===== config.mk =====
export PLATFORM = sky130hd
export DESIGN_NAME = bacdctx_flat
export DESIGN_NICKNAME = d
export VERILOG_FILES = /design/src/rtl/bacdctx_if.sv /design/src/rtl/bacdctx.sv /design/src/flat_wrapper.sv
export SDC_FILE = /design/constraint.sdc
export NUM_CORES = 1
export LEC_CHECK = 0
export ABC_AREA = 1
export CAP_MARGIN = 10
export CORE_UTILIZATION = 28
export DETAILED_ROUTE_END_ITERATION = 8
export GPL_TIMING_DRIVEN = 1
export HOLD_SLACK_MARGIN = 0.1
export PLACE_DENSITY = 0.56
export SLEW_MARGIN = 15
export SYNTH_ARGS = -nofsm -noshare
export SYNTH_HDL_FRONTEND = slang
export SYNTH_SLANG_ARGS = --single-unit

===== constraint.sdc =====
create_clock -name clk -period 2.3 [get_ports clk]
set_input_delay 0.46 -clock clk [delete_from_list [all_inputs] [get_ports clk]]
set_output_delay 0.46 -clock clk [all_outputs]
set_load 0.03 [all_outputs]

===== src/rtl/bacdctx_if.sv =====
// bacdctx_if: bundle of the slink word input and the MAC tx byte output.
//   master : the environment. Drives mm words and the MAC FIFO almost-full.
//   slave  : bacdctx. Returns rdy and drives the byte stream.
// Signals:
//   mm_slink_dval/data[17:0]/odd  word in ([17] sop, [16] eop, [15:8] hi, [7:0] lo)
//   slink_mm_rdy                  word accepted when dval && rdy
//   mactx_txfifo_afull            stall byte output
//   mactx_txfifo_dval/sop/eop/data registered byte stream
interface bacdctx_if;
  logic        mm_slink_dval;
  logic [17:0] mm_slink_data;
  logic        mm_slink_odd;
  logic        slink_mm_rdy;
  logic        mactx_txfifo_afull;
  logic        mactx_txfifo_dval;
  logic        mactx_txfifo_sop;
  logic        mactx_txfifo_eop;
  logic [7:0]  mactx_txfifo_data;

  modport master (
    output mm_slink_dval, mm_slink_data, mm_slink_odd, mactx_txfifo_afull,
    input  slink_mm_rdy, mactx_txfifo_dval, mactx_txfifo_sop,
           mactx_txfifo_eop, mactx_txfifo_data
  );

  modport slave (
    input  mm_slink_dval, mm_slink_data, mm_slink_odd, mactx_txfifo_afull,
    output slink_mm_rdy, mactx_txfifo_dval, mactx_txfifo_sop,
           mactx_txfifo_eop, mactx_txfifo_data
  );
endinterface


===== src/rtl/bacdctx.sv =====
// bacdctx: slink transmit byte-width converter.
// Takes 18-bit framed words (2 bytes + sop/eop + odd marker) and serialises
// them high byte first onto the 8-bit MAC tx stream. Truncates frames at
// MAX_LEN bytes, inserts IFG_CYCLES idle cycles after each eop byte and
// stalls on the MAC tx FIFO almost-full.
// Ports:
//   clk        clock
//   rst        synchronous reset, active-high
//   bus        bacdctx_if.slave (mm word input, MAC byte output)
//   slink_err  one-cycle error pulse (word without sop in IDLE, sop inside a
//              frame, max-length truncation)
// Optional: define BACDCTX_PAD_EN to pad short frames with 0x00 up to MIN_LEN.
//
// state | meaning
// IDLE  | waiting for a sop word
// HI    | emitting hold[15:8]
// LO    | emitting hold[7:0], may accept the next word in the same cycle
// WAIT  | mid-frame, waiting for the next word
// DROP  | frame truncated, swallowing words up to the eop word
// GAP   | inter-frame gap countdown
// PAD   | emitting 0x00 fill bytes (BACDCTX_PAD_EN only)
module bacdctx #(
  parameter int unsigned MAX_LEN    = 1518,
  parameter int unsigned IFG_CYCLES = 12
`ifdef BACDCTX_PAD_EN
  ,
  parameter int unsigned MIN_LEN    = 64
`endif
) (
  input  logic     clk,
  input  logic     rst,
  bacdctx_if.slave bus,
  output logic     slink_err
);

  localparam logic [11:0] MAX_LEN_C = 12'(MAX_LEN);
  localparam logic [7:0]  IFG_C     = 8'(IFG_CYCLES);
`ifdef BACDCTX_PAD_EN
  localparam logic [11:0] MIN_LEN_C = 12'(MIN_LEN);
`endif

  typedef enum logic [2:0] {
    ST_IDLE = 3'd0,
    ST_HI   = 3'd1,
    ST_LO   = 3'd2,
    ST_WAIT = 3'd3,
    ST_DROP = 3'd4,
    ST_GAP  = 3'd5
`ifdef BACDCTX_PAD_EN
    ,
    ST_PAD  = 3'd6
`endif
  } state_e;

  state_e      state_q, state_d;
  logic [15:0] hold_data_q, hold_data_d;
  logic        hold_eop_q, hold_eop_d;
  logic        hold_odd_q, hold_odd_d;
  logic        first_q, first_d;
  logic [11:0] cnt_q, cnt_d;
  logic [7:0]  gap_q, gap_d;
  logic        run_q, run_d;
  logic        dval_q, dval_d;
  logic        sop_q, sop_d;
  logic        eop_q, eop_d;
  logic [7:0]  data_q, data_d;
  logic        err_q, err_d;

  logic        rdy;
  logic        accept;
  logic        in_sop;
  logic        in_eop;
  logic        load;
  logic        emit;
  logic        emit_last;
  logic [7:0]  emit_byte;
  logic [11:0] cnt_inc;

  assign in_sop = bus.mm_slink_data[17];
  assign in_eop = bus.mm_slink_data[16];
  assign accept = bus.mm_slink_dval && rdy;

  // State register
  always_ff @(posedge clk) begin
    if (rst) begin
      state_q     <= ST_IDLE;
      hold_data_q <= '0;
      hold_eop_q  <= 1'b0;
      hold_odd_q  <= 1'b0;
      first_q     <= 1'b0;
      cnt_q       <= '0;
      gap_q       <= '0;
      run_q       <= 1'b0;
      dval_q      <= 1'b0;
      sop_q       <= 1'b0;
      eop_q       <= 1'b0;
      data_q      <= '0;
      err_q       <= 1'b0;
    end else begin
      state_q     <= state_d;
      hold_data_q <= hold_data_d;
      hold_eop_q  <= hold_eop_d;
      hold_odd_q  <= hold_odd_d;
      first_q     <= first_d;
      cnt_q       <= cnt_d;
      gap_q       <= gap_d;
      run_q       <= run_d;
      dval_q      <= dval_d;
      sop_q       <= sop_d;
      eop_q       <= eop_d;
      data_q      <= data_d;
      err_q       <= err_d;
    end
  end

  // Next-state and byte decision
  always_comb begin
    state_d     = state_q;
    hold_data_d = hold_data_q;
    hold_eop_d  = hold_eop_q;
    hold_odd_d  = hold_odd_q;
    first_d     = first_q;
    cnt_d       = cnt_q;
    gap_d       = gap_q;
    run_d       = 1'b1;
    dval_d      = 1'b0;
    sop_d       = 1'b0;
    eop_d       = 1'b0;
    data_d      = '0;
    err_d       = 1'b0;
    load        = 1'b0;
    emit        = 1'b0;
    emit_last   = 1'b0;
    emit_byte   = '0;
    cnt_inc     = cnt_q + 12'd1;

    case (state_q)
      ST_IDLE: begin
        if (accept) begin
          if (in_sop) begin
            load    = 1'b1;
            first_d = 1'b1;
            cnt_d   = '0;
            state_d = ST_HI;
          end else begin
            err_d = 1'b1;
          end
        end
      end
      ST_HI: begin
        if (!bus.mactx_txfifo_afull) begin
          emit      = 1'b1;
          emit_byte = hold_data_q[15:8];
          emit_last = hold_eop_q && hold_odd_q;
        end
      end
      ST_LO: begin
        if (!bus.mactx_txfifo_afull) begin
          emit      = 1'b1;
          emit_byte = hold_data_q[7:0];
          emit_last = hold_eop_q;
        end
      end
      ST_WAIT: begin
        if (accept) begin
          load    = 1'b1;
          err_d   = in_sop;
          state_d = ST_HI;
        end
      end
      ST_DROP: begin
        if (accept && in_eop) begin
          state_d = ST_GAP;
          gap_d   = IFG_C;
        end
      end
      ST_GAP: begin
        // The cycle still showing the eop byte does not count as idle.
        if (!dval_q) begin
          if (gap_q <= 8'd1) begin
            state_d = ST_IDLE;
          end else begin
            gap_d = gap_q - 8'd1;
          end
        end
      end
`ifdef BACDCTX_PAD_EN
      ST_PAD: begin
        if (!bus.mactx_txfifo_afull) begin
          emit      = 1'b1;
          emit_byte = 8'h00;
          emit_last = (cnt_inc == MIN_LEN_C);
        end
      end
`endif
      default: state_d = ST_IDLE;
    endcase

    if (emit) begin
      dval_d  = 1'b1;
      sop_d   = first_q;
      data_d  = emit_byte;
      first_d = 1'b0;
      cnt_d   = cnt_inc;
      if (emit_last) begin
`ifdef BACDCTX_PAD_EN
        if (cnt_inc < MIN_LEN_C) begin
          state_d = ST_PAD;
        end else
`endif
        begin
          eop_d   = 1'b1;
          state_d = ST_GAP;
          gap_d   = IFG_C;
        end
      end else if (cnt_inc == MAX_LEN_C) begin
        // Truncate: a word taken in this same LO cycle is discarded, but its
        // eop still ends the frame.
        eop_d   = 1'b1;
        err_d   = 1'b1;
        gap_d   = IFG_C;
        state_d = (hold_eop_q || (accept && in_eop)) ? ST_GAP : ST_DROP;
      end else if (state_q == ST_HI) begin
        state_d = ST_LO;
`ifdef BACDCTX_PAD_EN
      end else if (state_q == ST_PAD) begin
        state_d = ST_PAD;
`endif
      end else if (accept) begin
        load    = 1'b1;
        err_d   = in_sop;
        state_d = ST_HI;
      end else begin
        state_d = ST_WAIT;
      end
    end

    if (load) begin
      hold_data_d = bus.mm_slink_data[15:0];
      hold_eop_d  = in_eop;
      hold_odd_d  = bus.mm_slink_odd;
    end
  end

  // Outputs
  always_comb begin
    rdy = 1'b0;
    if (run_q) begin
      case (state_q)
        ST_IDLE, ST_WAIT, ST_DROP: rdy = 1'b1;
        ST_LO:                     rdy = !bus.mactx_txfifo_afull && !hold_eop_q;
        default:                   rdy = 1'b0;
      endcase
    end
  end

  assign bus.slink_mm_rdy      = rdy;
  assign bus.mactx_txfifo_dval = dval_q;
  assign bus.mactx_txfifo_sop  = sop_q;
  assign bus.mactx_txfifo_eop  = eop_q;
  assign bus.mactx_txfifo_data = data_q;
  assign slink_err             = err_q;

endmodule


===== src/flat_wrapper.sv =====
// flat-port wrapper written by rule: the top's interface ports become plain ports
module bacdctx_flat 
#(
  parameter int unsigned MAX_LEN    = 1518,
  parameter int unsigned IFG_CYCLES = 12

)
  (clk, rst, slink_err, bus_mm_slink_dval, bus_mm_slink_data, bus_mm_slink_odd, bus_mactx_txfifo_afull, bus_slink_mm_rdy, bus_mactx_txfifo_dval, bus_mactx_txfifo_sop, bus_mactx_txfifo_eop, bus_mactx_txfifo_data);
  bacdctx_if bus_i ();
  input  logic clk;
  input  logic rst;
  output logic slink_err;
  input wire logic [$bits(bus_i.mm_slink_dval)-1:0] bus_mm_slink_dval;
  input wire logic [$bits(bus_i.mm_slink_data)-1:0] bus_mm_slink_data;
  input wire logic [$bits(bus_i.mm_slink_odd)-1:0] bus_mm_slink_odd;
  input wire logic [$bits(bus_i.mactx_txfifo_afull)-1:0] bus_mactx_txfifo_afull;
  output wire logic [$bits(bus_i.slink_mm_rdy)-1:0] bus_slink_mm_rdy;
  output wire logic [$bits(bus_i.mactx_txfifo_dval)-1:0] bus_mactx_txfifo_dval;
  output wire logic [$bits(bus_i.mactx_txfifo_sop)-1:0] bus_mactx_txfifo_sop;
  output wire logic [$bits(bus_i.mactx_txfifo_eop)-1:0] bus_mactx_txfifo_eop;
  output wire logic [$bits(bus_i.mactx_txfifo_data)-1:0] bus_mactx_txfifo_data;
  assign bus_i.mm_slink_dval = bus_mm_slink_dval;
  assign bus_i.mm_slink_data = bus_mm_slink_data;
  assign bus_i.mm_slink_odd = bus_mm_slink_odd;
  assign bus_i.mactx_txfifo_afull = bus_mactx_txfifo_afull;
  assign bus_slink_mm_rdy = bus_i.slink_mm_rdy;
  assign bus_mactx_txfifo_dval = bus_i.mactx_txfifo_dval;
  assign bus_mactx_txfifo_sop = bus_i.mactx_txfifo_sop;
  assign bus_mactx_txfifo_eop = bus_i.mactx_txfifo_eop;
  assign bus_mactx_txfifo_data = bus_i.mactx_txfifo_data;
  bacdctx #(.MAX_LEN(MAX_LEN), .IFG_CYCLES(IFG_CYCLES)) u_core (.clk(clk), .rst(rst), .bus(bus_i), .slink_err(slink_err));
endmodule

==> results of run 1 <==
==> routing by layer <==
layer | wire, um | track usage (%) | vias up
met5 | 0 | 0 | -
met4 | 104 | 4.861 | 0
met3 | 277 | 2.721 | 10
met2 | 3284 | 23.25 | 50
met1 | 3415 | 17.82 | 1241
li1 | - | - | 1495
==> worst paths after layout <==
| kind | startpoint | to | cells past startpoint |
|---|---|---|---|
| worst max register to register | u_core.cnt_q[1]$_SDFFE_PP0P_ | u_core.hold_data_q[0]$_SDFFE_PP0P_ | 13 |
| worst max-delay path | u_core.cnt_q[1]$_SDFFE_PP0P_ | u_core.hold_data_q[0]$_SDFFE_PP0P_ | 13 |
| worst min-delay path | u_core.first_q$_SDFFE_PP0P_ | u_core.bus.mactx_txfifo_sop$_SDFF_PP0_ | 2 |
| worst min register to register | u_core.first_q$_SDFFE_PP0P_ | u_core.bus.mactx_txfifo_sop$_SDFF_PP0_ | 2 |
==> worst max-delay path, stage by stage (launching register included) <==
cell	delay, ns
dfxtp_1	0.40
ha_1	0.25
nand3_2	0.15
nor2_4	0.16
nand2_1	0.08
nand2_2	0.11
nand3_2	0.09
nor2_2	0.14
nand2_2	0.12
nand3_4	0.13
buf_4	0.17
nand3_1	0.08
nand2_1	0.08
nor2_2	0.04
==> cell type report <==
class / count / area share [%]
multi-input combinational: 313 / 43.18
sequential: 55 / 29.80
clock inverter: 2 / 1.050
inverter: 65 / 6.739
timing repair buffer: 51 / 12.67
clock buffer: 6 / 1.964
tap: 136 / 4.605
==> cells in the final DEF, fill, tap and decap left out, types with 3 or more instances in the layout <==
| master | Yosys | final |
|---|---|---|
| nor2_1 | 57 | 57 |
| nand3_1 | 34 | 34 |
| nand2_1 | 106 | 105 |
| a21oi_1 | 29 | 29 |
| nand2_2 | 6 | 7 |
| inv_2 | 5 | 5 |
| nand3_2 | 5 | 5 |
| ha_1 | 4 | 4 |
| clkdlybuf4s50_1 | 0 | 34 |
| xor2_1 | 3 | 3 |
| clkbuf_8 | 0 | 5 |
| buf_4 | 2 | 17 |
| nor2_4 | 6 | 6 |
| or2_2 | 4 | 4 |
| inv_1 | 58 | 58 |
| nand4_1 | 7 | 7 |
| o22ai_1 | 8 | 8 |
| nor2_2 | 21 | 21 |
| o21bai_1 | 3 | 3 |
| o21ai_0 | 5 | 5 |
| dfxtp_1 | 55 | 55 |
==> cells by family after synthesis <==
logic type	Yosys count	share of synthesized area [%]
AOI/OAI and AO/OA	53	10.12
xor gates and xnor gates	3	0.8715
adders and majority gates	4	1.660
buffers and inverters	75	10.66
DFF	55	36.51
and+or+nand+nor	253	40.17
==> registers in the layout, indices dropped and copies added (netlist names) <==
name                          flops
u_core.bus.mactx_txfifo_eop       1
u_core.slink_err                  1
u_core.hold_odd_q                 1
u_core.hold_eop_q                 1
u_core.run_q                      1
u_core.bus.mactx_txfifo_data      8
u_core.bus.mactx_txfifo_dval      1
u_core.gap_q                      8
u_core.first_q                    1
u_core.state_q                    3
u_core.cnt_q                     12
u_core.hold_data_q               16
u_core.bus.mactx_txfifo_sop       1
==> power groups by stage <==
stage / Clock [mW] / Sequential, mW / Combinational [mW]
5_1_grt: 0.718 / 1.14 / 1.20
4_1_cts: 0.686 / 1.12 / 1.05
3_5_place_dp: 0 / 1.15 / 1.05
3_3_place_gp: 0 / 1.14 / 1.04
6_report: 0.659 / 1.12 / 1.05
2_1_floorplan: 0 / 1.13 / 0.785
==> what timing repair did <==
| action | CTS | global route |
|---|---|---|
| setup endpoints to repair | 0 | 20 |
| buffers inserted | 0 | 3 |
| resized for setup | 0 | 1 |
==> metrics.csv, run 1 <==
stage,metric,value,unit
finish,# diodes,0,
routing,Via Count,2796,
clock_network,CTS tree,yes,
grt,gr usage total,13.93,%
yosys,Synth Instances,443,
timing,RSZ-0062 raised after global routing,no,
yosys,Synth async-reset ratio,0,%
pwr,Gate power share,37.2,%
place,IO Port Bufs,35,
routing,initial drt markers,104,
setup_path,Worst Setup End Kind,register,
clock_network,# clock sinks,55,
routing,drt drc,0,
yosys,synth cell count leaders,"nand2_1 (106), inv_1 (58), nor2_1 (57), dfxtp_1 (55), nand3_1 (34)",
finish,Finished Core Util,35.63,%
timing,Final WS setup,0.2189,ns
yosys,"top cells by area, synth","dfxtp_1 (37%), nand2_1 (13%), inv_1 (7.2%)",
pwr,Pwr Density,767.4,mW/mm^2
setup_path,crit-path max FO,9,
die,die width,105.8,um
min_path,Hold/Removal Path Class,reg2reg,
timing,Final Hold Viols,0,
run,Max-Cap Viols,0,
finish,"Area growth, synth to finish",22.53,%
grt,first-pass GRT wire length,12720,um
die,Die Span Y,105.8,um
setup_path,"Data required, critical path",2.52,ns
die,Rows,37,
grt,vias in the first global route,2873,
finish,layout cells sized above 1,15.45,%
clock_network,# hold bufs at CTS,0,
pwr,Flop pwr share,39.6,%
pwr,static leakage power,1.491,nW
clock_network,root buf cell,clkbuf_8,
place,placed cell area,0.003558,mm^2
place,HPWL after detailed placement,5238,um
setup_path,Crit path arrival time,2.30,ns
timing,final worst path period share,90.48,%
finish,Storage cell area,0.001101,mm^2
die,io pins,36,
die,die area,0.01119,mm^2
yosys,syn_area_per_cell,6.807,um^2
timing,worst hold slack,0.4780,ns
finish,Final #Nets,518,
routing,first-pass iteration count of the detailed router,4,
timing,setup TNS,0,ns
yosys,dominant cell type by area after synthesis,dfxtp_1,
yosys,"EDFF count, synth",0,
timing,clock skew,0.01241,ns
finish,fillers,1129,
clock_network,H-tree depth,2,
yosys,"FF+latch count, synth",55,
pwr,Final Power,2.836,mW
timing,fmax,480.5,MHz
pwr,Clock power frac,23.2,%
timing,Final setup viols,0,
clock_network,Clock Pin Slew Worst Setup and Hold Paths,0.11,ns
yosys,Yosys cell types,38,
finish,"Cell Count, Final, Fillers Out",628,
yosys,syn nets,470,
grt,largest net degree at the start of global routing,20,
place,placed cell count,617,
clock_network,worst skew pair latency,0.31,ns
timing,Slew Limit Fails,0,
pwr,Psw,1.058,mW
place,Placement Setup Slack,0.05805,ns
pwr,peak supply drop,274.3,uV
yosys,"Primary FF master, synth",dfxtp_1,
setup_path,R2R setup slack,0.22,ns
yosys,most common cell in the netlist,nand2_1,
run_status,outcome,finished clean,
timing,Worst Max-Slew Pin Slew,0.3357,ns
clock_network,Num CTS Buffers,5,
timing,slew margin rel.,77.55,%
finish,final instance area,0.003695,mm^2
clock_network,maximum clock insertion buffer count,2,
yosys,post-synthesis cell area,0.003015,mm^2
grt,initial antenna violation count,0,
grt,global route overflow,0,
yosys,post-synthesis sequential area ratio,36.51,%
setup_path,Crit Path Class,reg2reg,
finish,multi-input logic area,0.001595,mm^2
pwr,Pint,1.777,mW
pwr,switching power share of the total,37.32,%
yosys,post-synth top area share,36.51,%
routing,Via density,4.452,
place,GPL Wtd Cong,0.7801,
die,starting density of the core,29.08,%
timing,post-layout min period,2.081,ns
setup_path,critical path startpoint category,register,
routing,Final ANT Viol Nets,0,
routing,Post-Route WL,7082,um
yosys,synth warn,0,
die,Core Region,0.01037,mm^2
routing,WL per Instance,11.28,um
(Power assumes the default switching activity.)
==> inputs of run 2 (changes only) <==
ABC_AREA = default   (was 1)
==> run 2 against run 1 <==
- die area rose by 3.6%
- largest power group unchanged
- largest cell class unchanged
- register-to-register slack worse by 0.04 ns
- area after synthesis is 3.7% higher
- sequential power down 4%
- non-clock buffer count rose by 15
- clock power down 7.3%
- core utilization is 0.45 points higher
- clock skew is 0.0065 ns higher
- wire length increased by 23%
- critical endpoint is now u_core.hold_data_q[7]$_SDFFE_PP0P_
- via count rose by 14%
- sequential cell count did not move
- maximum frequency down 1.8%
==> metrics.csv, run 2 <==
stage,metric,value,unit,change
yosys,post-synthesis sequential area ratio,35.21,%,-1.3 points
clock_network,Clock Pin Slew Worst Setup and Hold Paths,0.12,ns,about the same
timing,slew margin rel.,58.45,%,-19 points
clock_network,Num CTS Buffers,5,,unchanged
yosys,syn_area_per_cell,7.739,um^2,+14%
timing,Final Hold Viols,0,,unchanged
finish,layout cells sized above 1,12.42,%,-3.0 points
clock_network,root buf cell,clkbuf_8,,
setup_path,critical path startpoint category,register,,
yosys,dominant cell type by area after synthesis,dfxtp_1,,
place,placed cell count,573,,-7.1%
setup_path,Worst Setup End Kind,register,,
place,Placement Setup Slack,-0.3539,ns,-0.4119 ns
pwr,peak supply drop,302.3,uV,+10%
finish,top flop regs,"u_core.hold_data_q: 16 flops, u_core.cnt_q: 12 flops",,
place,HPWL after detailed placement,5915,um,+13%
routing,first-pass iteration count of the detailed router,4,,unchanged
yosys,"EDFF count, synth",0,,unchanged
timing,worst hold slack,0.4356,ns,-0.04236 ns
setup_path,Critical R2R Capture,u_core.hold_data_q[7]$_SDFFE_PP0P_,,
timing,setup TNS,0,ns,unchanged
clock_network,H-tree depth,2,,unchanged
yosys,synth cell count leaders,"dfxtp_1 (55), nor2_1 (33), nor3_1 (33), nand2_1 (29), a21oi_1 (28)",,
die,die width,107.7,um,+1.8%
run,Max-Cap Viols,0,,unchanged
pwr,Pwr Density,641.8,mW/mm^2,-16%
timing,final worst path period share,92.11,%,+1.6 points
place,placed cell area,0.003746,mm^2,+5.3%
routing,Post-Route WL,8686,um,+23%
clock_network,worst skew pair latency,0.33,ns,+0.02 ns
setup_path,Crit Path Class,reg2reg,,
yosys,syn nets,431,,-8.3%
routing,Via Count,3191,,+14%
finish,"most common cell after layout, fill and taps aside",dfxtp_1,,
finish,Largest Register,u_core.hold_data_q,,
grt,gr usage total,15.60,%,+1.7 points
timing,RSZ-0062 raised after global routing,no,,
finish,"Area growth, synth to finish",25.09,%,
timing,Slew Limit Fails,0,,unchanged
die,Die Span Y,107.7,um,+1.8%
timing,post-layout min period,2.119,ns,+0.03757 ns
yosys,"top cells by area, synth","dfxtp_1 (35%), nor3_1 (5.3%), nand4_1 (4.6%)",,
die,Core Region,0.01084,mm^2,+4.5%
grt,initial antenna violation count,0,,unchanged
timing,clock skew,0.01888,ns,+0.006461 ns
setup_path,R2R setup slack,0.18,ns,-0.04 ns
finish,"Cell Count, Final, Fillers Out",583,,-7.2%
min_path,HP Start,u_core.first_q$_SDFFE_PP0P_,,
die,io pins,36,,unchanged
finish,"commonest cells after routing, fill and taps aside","dfxtp_1 (55), nor2_1 (33), clkdlybuf4s50_1 (33)",,
timing,Final setup viols,0,,unchanged
finish,max reg flops,16,,unchanged
clock_network,CTS tree,yes,,
die,Rows,38,,+2.7%
routing,initial drt markers,119,,+14%
setup_path,CP startpoint,u_core.hold_eop_q$_SDFFE_PP0P_,,
setup_path,"Data required, critical path",2.49,ns,-0.03 ns
min_path,hold-critical path endpoint,u_core.bus.mactx_txfifo_sop$_SDFF_PP0_,,
routing,Final ANT Viol Nets,0,,unchanged
place,IO Port Bufs,35,,unchanged
min_path,Hold/Removal Path Class,reg2reg,,
die,starting density of the core,28.84,%,-0.23 points
yosys,"FF+latch count, synth",55,,unchanged
clock_network,# clock sinks,55,,unchanged
yosys,"Primary FF master, synth",dfxtp_1,,
grt,vias in the first global route,2944,,+2.5%
yosys,Synth async-reset ratio,0,%,unchanged
yosys,most common cell in the netlist,dfxtp_1,,
setup_path,Crit path arrival time,2.31,ns,about the same
routing,Via density,5.473,,+23%
timing,Final WS setup,0.1814,ns,-0.03757 ns
run_status,outcome,finished clean,,
yosys,Yosys cell types,56,,+47%
timing,fmax,472.0,MHz,-1.8%
grt,global route overflow,0,,unchanged
yosys,post-synthesis cell area,0.003127,mm^2,+3.7%
setup_path,worst r2r path cells,8,,-5
yosys,Synth Instances,404,,-8.8%
grt,first-pass GRT wire length,14490,um,+14%
timing,Worst Max-Slew Pin Slew,0.6154,ns,+0.2797 ns
grt,largest net degree at the start of global routing,54,,+170%
finish,# diodes,0,,unchanged
routing,WL per Instance,14.90,um,+32%
setup_path,Crit Reg-Reg Startpoint,u_core.hold_eop_q$_SDFFE_PP0P_,,
setup_path,crit-path max FO,16,,+7
finish,final instance area,0.003911,mm^2,+5.9%
yosys,synth warn,0,,unchanged
routing,drt drc,0,,unchanged
clock_network,# hold bufs at CTS,0,,unchanged
clock_network,maximum clock insertion buffer count,2,,unchanged
pwr,static leakage power,1.306,nW,-12%
min_path,Hold Path Stages,2,,unchanged
die,die area,0.01159,mm^2,+3.6%
yosys,post-synth top area share,35.21,%,-1.3 points
finish,Final #Nets,469,,-9.5%
place,GPL Wtd Cong,0.8172,,+4.8%
## run 2: changes by cell type after synthesis, sizes merged, moves of 21 or more
cell	delta
clkbuf	+23
nor3	+33
a31oi	+21
inv	-53
nand3	-29
nor2	-51
nand2	-84
## run 2: through the flow
step                power (mW)  util [%]
floorplan                1.598         -
global placement         1.887     34.56
detailed placement       1.903     34.56
CTS                      2.542     35.90
global route             2.674     36.08
finish                   2.510     36.08
## run 2: cell families after synthesis
kind of cell | share of synthesized area (%)
compound gates | 27.85
simple gates | 28.77
fa+ha+maj | 1.601
buf+inv | 6.563
flops | 35.21
## run 2: layout make-up
cell class,instances,area [um^2]
inverters,11,41.29
well taps,140,175.2
repair buffers,66,641.9
clock inverters,3,33.78
multi-input cells,303,1849
fillers,1157,6929
clock buffers,5,68.82
flip-flops and latches,55,1101
## run 2: power by group
| group | total, mW | internal, mW | switching, mW | leakage [nW] |
|---|---|---|---|---|
| Combinational | 0.827 | 0.336 | 0.491 | 0.809 |
| Clock | 0.611 | 0.233 | 0.378 | 0.0519 |
| Sequential | 1.07 | 1.02 | 0.0573 | 0.445 |
## run 2: per-layer routing
layer	vias up	share of wire [%]	wire, um	GRT usage, %
met2	68	48	4197	26.51
met4	0	1.0	90	4.207
met1	1492	47	4048	20.19
met5	-	0	0	0
met3	7	4.0	349	2.724
li1	1624	-	-	-
## run 2: worst max-delay path, cell delays in order, from the launching register on
cell and delay (ns):
dfxtp_1 0.38, or3_4 0.38, a311o_1 0.32, nor4_4 0.26, buf_4 0.17, buf_12 0.14, nor3_1 0.06, a31oi_1 0.15
o311ai_0 0.14
## run 2: what timing repair did
action                                  in CTS  in global routing
endpoints found under the setup margin       2                 28
cloned                                       1                  0
setup buffers                                1                  0
resized for setup                            2                  7
pin swaps                                    2                  1
## run 2: how the worst max path moves through the flow
stage,to,slack (ns)
floorplan,u_core.hold_data_q[0]$_SDFFE_PP0P_,-0.03
global placement,u_core.hold_data_q[8]$_SDFFE_PP0P_,-0.29
detailed placement,u_core.hold_data_q[9]$_SDFFE_PP0P_,-0.35
CTS,u_core.gap_q[1]$_SDFF_PP0_,0.05
global route,u_core.gap_q[0]$_SDFF_PP0_,0.02
finish,u_core.hold_data_q[7]$_SDFFE_PP0P_,0.18
==> inputs of run 3 (changes only) <==
CTS_CLUSTER_SIZE = 8   (was default)
SLEW_MARGIN = 0   (was 15)
==> results of run 3 <==
Same layout as run 2: the final DEF is identical, and so are final timing and power.
